### config.mk
export PLATFORM = sky130hd
export DESIGN_NAME = rom_download_sequencer
export DESIGN_NICKNAME = d
export VERILOG_FILES = /design/src/rtl/arcade_dl_pkg.sv /design/src/rtl/dl_region_decode.sv /design/src/rtl/rom_download_sequencer.sv
export SDC_FILE = /design/constraint.sdc
export NUM_CORES = 1
export LEC_CHECK = 0
export CAP_MARGIN = 20
export CORE_MARGIN = 10
export CORE_UTILIZATION = 39
export DETAILED_ROUTE_END_ITERATION = 16
export GPL_TIMING_DRIVEN = 0
export HOLD_SLACK_MARGIN = 0.05
export PLACE_DENSITY = 0.64
export SLEW_MARGIN = 25
export SYNTH_ARGS = -nofsm -noshare
export SYNTH_HDL_FRONTEND = slang
export SYNTH_SLANG_ARGS = --single-unit
### constraint.sdc
create_clock -name clk_sys -period 3.9 [get_ports clk_sys]
set_input_delay 0.585 -clock clk_sys [delete_from_list [all_inputs] [get_ports clk_sys]]
set_output_delay 0.585 -clock clk_sys [all_outputs]
set_load 0.01 [all_outputs]
### src/rtl/arcade_dl_pkg.sv
// rtl/arcade_dl_pkg.sv - shared types and defaults for the ROM download sequencer
package arcade_dl_pkg;

  typedef enum logic [1:0] {
    ST_IDLE,
    ST_LOAD,
    ST_HOLD,
    ST_RUN
  } dl_state_t;

  localparam logic [3:0] REG_NONE = 4'b0000;
  localparam logic [3:0] REG_CPU  = 4'b0001;
  localparam logic [3:0] REG_SND  = 4'b0010;
  localparam logic [3:0] REG_GFX  = 4'b0100;
  localparam logic [3:0] REG_PROM = 4'b1000;

  localparam logic [15:0] DEF_TOTAL_BYTES = 16'hE0A0;
  localparam logic [15:0] DEF_CPU_END     = 16'h8000;
  localparam logic [15:0] DEF_SND_END     = 16'hA000;
  localparam logic [15:0] DEF_GFX_END     = 16'hE000;
  localparam int          DEF_RST_HOLD    = 16;

endpackage

### src/rtl/dl_region_decode.sv
// rtl/dl_region_decode.sv - combinational byte address to one-hot ROM region
module dl_region_decode
  import arcade_dl_pkg::*;
#(
  parameter logic [15:0] CPU_END = DEF_CPU_END,
  parameter logic [15:0] SND_END = DEF_SND_END,
  parameter logic [15:0] GFX_END = DEF_GFX_END
) (
  input  logic [15:0] addr,
  output logic [3:0]  region
);

  // Everything at or past GFX_END is PROM; the caller filters addresses past the ROM set.
  always_comb begin
    region = REG_PROM;
    if (addr < CPU_END)      region = REG_CPU;
    else if (addr < SND_END) region = REG_SND;
    else if (addr < GFX_END) region = REG_GFX;
  end

endmodule

### src/rtl/rom_download_sequencer.sv
// rtl/rom_download_sequencer.sv - ioctl-to-core download pipeline and core reset sequencing
module rom_download_sequencer
  import arcade_dl_pkg::*;
#(
  parameter logic [15:0] TOTAL_BYTES = DEF_TOTAL_BYTES,
  parameter logic [15:0] CPU_END     = DEF_CPU_END,
  parameter logic [15:0] SND_END     = DEF_SND_END,
  parameter logic [15:0] GFX_END     = DEF_GFX_END,
  parameter int          RST_HOLD    = DEF_RST_HOLD
) (
  input  logic        clk_sys,
  input  logic        reset_n,
  input  logic        ioctl_download,
  input  logic        ioctl_wr,
  input  logic [24:0] ioctl_addr,
  input  logic [7:0]  ioctl_dout,
  input  logic        user_reset,
  output logic [15:0] dn_addr,
  output logic [7:0]  dn_data,
  output logic        dn_wr,
  output logic [3:0]  dn_region,
  output logic        core_reset,
  output logic        rom_ok,
  output logic        dl_error
);

  localparam logic [15:0] HOLD_LOAD = 16'(RST_HOLD - 1);
  localparam logic [24:0] TOTAL_EXT = {9'd0, TOTAL_BYTES};
  localparam logic [16:0] CNT_FULL  = {1'b0, TOTAL_BYTES};

  dl_state_t   state;
  logic        dl_q;
  logic [16:0] byte_cnt;
  logic        overflow;
  logic [15:0] hold_cnt;
  logic [3:0]  region;

  logic        dl_rise;
  logic        dl_fall;
  logic        in_load;
  logic        in_range;
  logic        accept;
  logic        reject;
  logic [16:0] cnt_next;
  logic        ovf_next;

  assign dl_rise  = ioctl_download & ~dl_q;
  assign dl_fall  = ~ioctl_download & dl_q;
  assign in_load  = (state == ST_LOAD);
  assign in_range = (ioctl_addr < TOTAL_EXT);
  assign accept   = in_load & ioctl_wr & in_range;
  assign reject   = in_load & ioctl_wr & ~in_range;

  // Counter and overflow as they stand after this cycle's write, so a write on the
  // falling edge of download is part of the completeness decision.
  assign cnt_next = (accept && byte_cnt != 17'h1FFFF) ? byte_cnt + 17'd1 : byte_cnt;
  assign ovf_next = overflow | reject;

  dl_region_decode #(
    .CPU_END (CPU_END),
    .SND_END (SND_END),
    .GFX_END (GFX_END)
  ) u_region (
    .addr   (ioctl_addr[15:0]),
    .region (region)
  );

  always_ff @(posedge clk_sys or negedge reset_n) begin
    if (!reset_n) begin
      state      <= ST_IDLE;
      dl_q       <= 1'b0;
      byte_cnt   <= '0;
      overflow   <= 1'b0;
      hold_cnt   <= '0;
      dn_addr    <= '0;
      dn_data    <= '0;
      dn_wr      <= 1'b0;
      dn_region  <= REG_NONE;
      core_reset <= 1'b1;
      rom_ok     <= 1'b0;
      dl_error   <= 1'b0;
    end else begin
      dl_q      <= ioctl_download;
      dn_wr     <= accept;
      dn_region <= accept ? region : REG_NONE;
      if (accept) begin
        dn_addr <= ioctl_addr[15:0];
        dn_data <= ioctl_dout;
      end

      core_reset <= 1'b1;
      case (state)
        ST_IDLE: begin
          if (dl_rise) begin
            state    <= ST_LOAD;
            byte_cnt <= '0;
            overflow <= 1'b0;
            rom_ok   <= 1'b0;
            dl_error <= 1'b0;
          end
        end
        ST_LOAD: begin
          byte_cnt <= cnt_next;
          overflow <= ovf_next;
          if (dl_fall) begin
            if (cnt_next == CNT_FULL && !ovf_next) begin
              rom_ok   <= 1'b1;
              hold_cnt <= HOLD_LOAD;
              state    <= ST_HOLD;
            end else begin
              dl_error <= 1'b1;
              state    <= ST_IDLE;
            end
          end
        end
        ST_HOLD: begin
          if (dl_rise) begin
            state    <= ST_LOAD;
            byte_cnt <= '0;
            overflow <= 1'b0;
            rom_ok   <= 1'b0;
            dl_error <= 1'b0;
          end else if (user_reset) begin
            hold_cnt <= HOLD_LOAD;
          end else if (hold_cnt == 16'd0) begin
            state      <= ST_RUN;
            core_reset <= 1'b0;
          end else begin
            hold_cnt <= hold_cnt - 16'd1;
          end
        end
        ST_RUN: begin
          if (dl_rise) begin
            state    <= ST_LOAD;
            byte_cnt <= '0;
            overflow <= 1'b0;
            rom_ok   <= 1'b0;
            dl_error <= 1'b0;
          end else if (user_reset) begin
            hold_cnt <= HOLD_LOAD;
            state    <= ST_HOLD;
          end else begin
            core_reset <= 1'b0;
          end
        end
        default: state <= ST_IDLE;
      endcase
    end
  end

endmodule

==> summary.txt <==
Clocking
  – CTS buffer count: 9
  – Max H-tree Level: 3
  – Clk_lat worst skew: 0.35 ns
  – CTS tree: yes
  – Cts hold-fix bufs: 0
  – Root buf cell: clkbuf_8
  – CTS clk-pin slew, worst paths: approximately 0.08 ns
  – Clk sink count: ~70
  – Max Root-Sink Buffers: 2

Finish
  – Design area: between 4000 and 5000 um2
  – Fillers: between 800 and 900
  – Seq. cell area: about 1700 um2
  – Nets: 527
  – Area of the multi-input gates: 1810 um2
  – Area delta synth->final: 31.3%
  – Layout cells sized above 1: 8.96%
  – N_diodes: 0

Yosys
  – Synth area leader: dfrtp_1
  – Post-Syn Area: approximately 3600 um2
  – Area share of the largest cell type after synthesis: between 40% and 50%
  – Asr flop ratio synth: 100%
  – Synth top cells by count: nand2_1 (96), dfrtp_1 (68), nor2_1 (24)
  – Net count after synthesis: between 400 and 500
  – Synth Flop Type: dfrtp_1
  – Post-synthesis cell count: approximately 400
  – Synth warn: 0
  – Area contributors post-synth: dfrtp_1 (47%), nand2_1 (10%), nand3_1 (3.2%)
  – Post-synth EDFFs: 0
  – Count leader, synth: nand2_1
  – Mean Syn Cell Area: between 8 and 9 um2
  – Synth Register Bits: a little under 70
  – Seq/Total Area, Yosys: between 40 and 50%
  – Yosys cell types: about 60

Worst setup path
  – Crit path kind: reg -> reg
  – CP Launch Type: register
  – Worst-path fanout max: 10
  – WP data arrival: roughly 4.0 ns
  – Worst Setup End Kind: register
  – Critical Path RT: 4.14 ns

GRT
  – GRT overflow: 0
  – M2 GR Usage: a little over a fifth
  – Initial antenna violation count: 0
  – GRT busiest layer: met2
  – Largest net degree at the start of global routing: between 40 and 50
  – Global Route met1 Usage: a little under a fifth
  – Overall routing resource usage: between 10 and 15%
  – Grt met3 use: approximately 6.2%
  – Vias in the first global route: 3139
  – First-pass GRT wire length: ~16 mm

Die
  – Row cnt: 35
  – I/O pin cnt: 70
  – Core ar.: 9150 um2
  – Die width: 116 um
  – Die area: ~14000 um2
  – Die H: 116 um
  – Initial Util: 39.5%

Routing
  – Final wirelength: around 9.5 mm
  – Remaining antenna violation count: 0
  – Drt first-iter violations: approximately 220
  – Routed WL per cell: roughly 16 um
  – Residual DRC: 0
  – Avg Vias per Cell: roughly 5.4
  – Vias post-DR: between 3000 and 4000
  – TritonRoute pass-1 iters: 4

Timing
  – Slew at the pin with the worst max-slew slack: 0.792 ns
  – Fmax: approximately 0.27 GHz
  – Final hold slack: around 0.12 ns
  – Worst Skew: approximately 0.0085 ns
  – Setup ws final: approximately 0.19 ns
  – Final min period: about 3.7 ns
  – Slew Viols, Final: 0
  – Relative slew slack: between 40% and 50%
  – Period utilisation layout: 95.2%
  – Final hold viol count: 0
  – Final setup vio count: 0

Place
  – I/O Buffers: between 60 and 70
  – Pre-CTS setup slack: -0.0339 ns
  – Gpl congestion: 0.892
  – Placed Area: around 4500 um2
  – Post-DP HPWL: 6.99 mm

Power
  – Peak VDD IR: 0.173 mV
  – Pwr/cell area: about 320 nW/um2
  – Leakage power: 2.05 nW

Run
  – MaxCap Viol Count: 0

Hold path
  – Hold WC Path Type: in -> async

Outcome
  – Outcome: complete, no violations
## report_power, final
| group | total, mW | leakage, nW | switching, mW | internal, mW |
|---|---|---|---|---|
| registers | 0.731 | 0.930 | 0.00723 | 0.724 |
| logic | 0.128 | 1.01 | 0.0654 | 0.0630 |
| clock network | 0.678 | 0.113 | 0.295 | 0.383 |
| total | 1.54 | 2.05 | 0.368 | 1.17 |
## worst max-delay path, cell delays in order (launching register included)
cell and delay (ns):
dfrtp_1 0.36, clkbuf_1 0.20, nand4_1 0.22, nor2_1 0.12
and3_1 0.20, and3_1 0.17, ha_1 0.19, nand4bb_4 0.34
or3_1 0.41, nor3_2 0.20, o221ai_1 0.26, nor3_2 0.35
nand3_4 0.18, buf_6 0.19, a31o_1 0.22
## cell usage in the layout (no fill, tap or decap), drive strengths merged, types with 2 or more instances in the layout
cell type / count
or4: 3
bufinv: 2
nor4: 6
and4b: 2
nor2: 24
inv: 17
nand3: 24
and3: 5
nand2: 96
nor2b: 3
o22ai: 3
or3: 6
o21ai: 16
clkbuf: 19
a31o: 12
a21oi: 10
and2: 4
dfrtp: 68
mux2i: 7
a41oi: 2
o31ai: 9
buf: 8
nand2b: 6
xor2: 2
ha: 3
xnor2: 5
or2: 5
a22o: 2
nor3: 17
nor4b: 2
a31oi: 9
clkdlybuf4s50: 68
a311o: 2
o311ai: 2
nand4: 5
mux2: 2
## logic make-up after synthesis
kind of cell	Yosys count	synth area share, %
simple gates	211	29.0
compound gates	76	14.7
flops	69	47.8
buf+inv	29	3.29
mux	9	2.56
xor+xnor	7	1.69
fa+ha+maj	3	1.04
## layer usage
| layer | wire length [um] | part of all wire [%] | up-vias |
|---|---|---|---|
| met4 | 123 | 1.3 | 0 |
| met3 | 862 | 9.1 | 9 |
| met2 | 4170 | 44 | 82 |
| met5 | 0 | 0 | - |
| li1 | - | - | 1619 |
| met1 | 4310 | 46 | 1558 |
## cell type report
type,count,share of cell area [%]
inverters,15,1.19
clock buffers,10,2.90
well taps,111,2.92
plain buffers,13,1.24
repair buffers,72,15.4
clock inverters,6,1.98
multi-input cells,306,38.0
flip-flops and latches,69,36.4
## state kept, by name, indices dropped and copies added, names as in the netlist
register    cells
dn_data         8
byte_cnt       17
rom_ok          1
overflow        1
dn_region       4
state           2
dl_q            1
hold_cnt       16
dn_addr        16
dl_error        1
dn_wr           1
core_reset      1
## worst paths after layout
check	startpoint	endpoint	slack (ns)	depth (start not counted)
min reg2reg	dn_addr[8]	dn_addr[8]	0.47	2
max reg2reg	byte_cnt[8]	hold_cnt[13]	0.19	14
min	reset_n	hold_cnt[0]	0.12	1
max	byte_cnt[8]	hold_cnt[13]	0.19	14
min in group clk_sys	dn_addr[8]	dn_addr[8]	0.47	2
max in group asynchronous	reset_n	dn_data[6]	3.25	2
## per-stage QoR
stage          std cells  TNS, ns  utilization, %  power, mW
3_3_place_gp         584   -10.27            48.6      0.869
2_1_floorplan        404        0               -      0.788
3_5_place_dp         585   -0.224            48.9      0.873
4_1_cts              600        0            51.6       1.56
5_1_grt              602  -0.0594            51.9       1.60
6_report             602        0            51.9       1.54
## timing repair
action                     CTS  global route
pin swaps                    0             2
resized for setup            3             2
setup endpoints to repair    8            13
buffers inserted             0             2
Power figures use the tool's default switching activity.
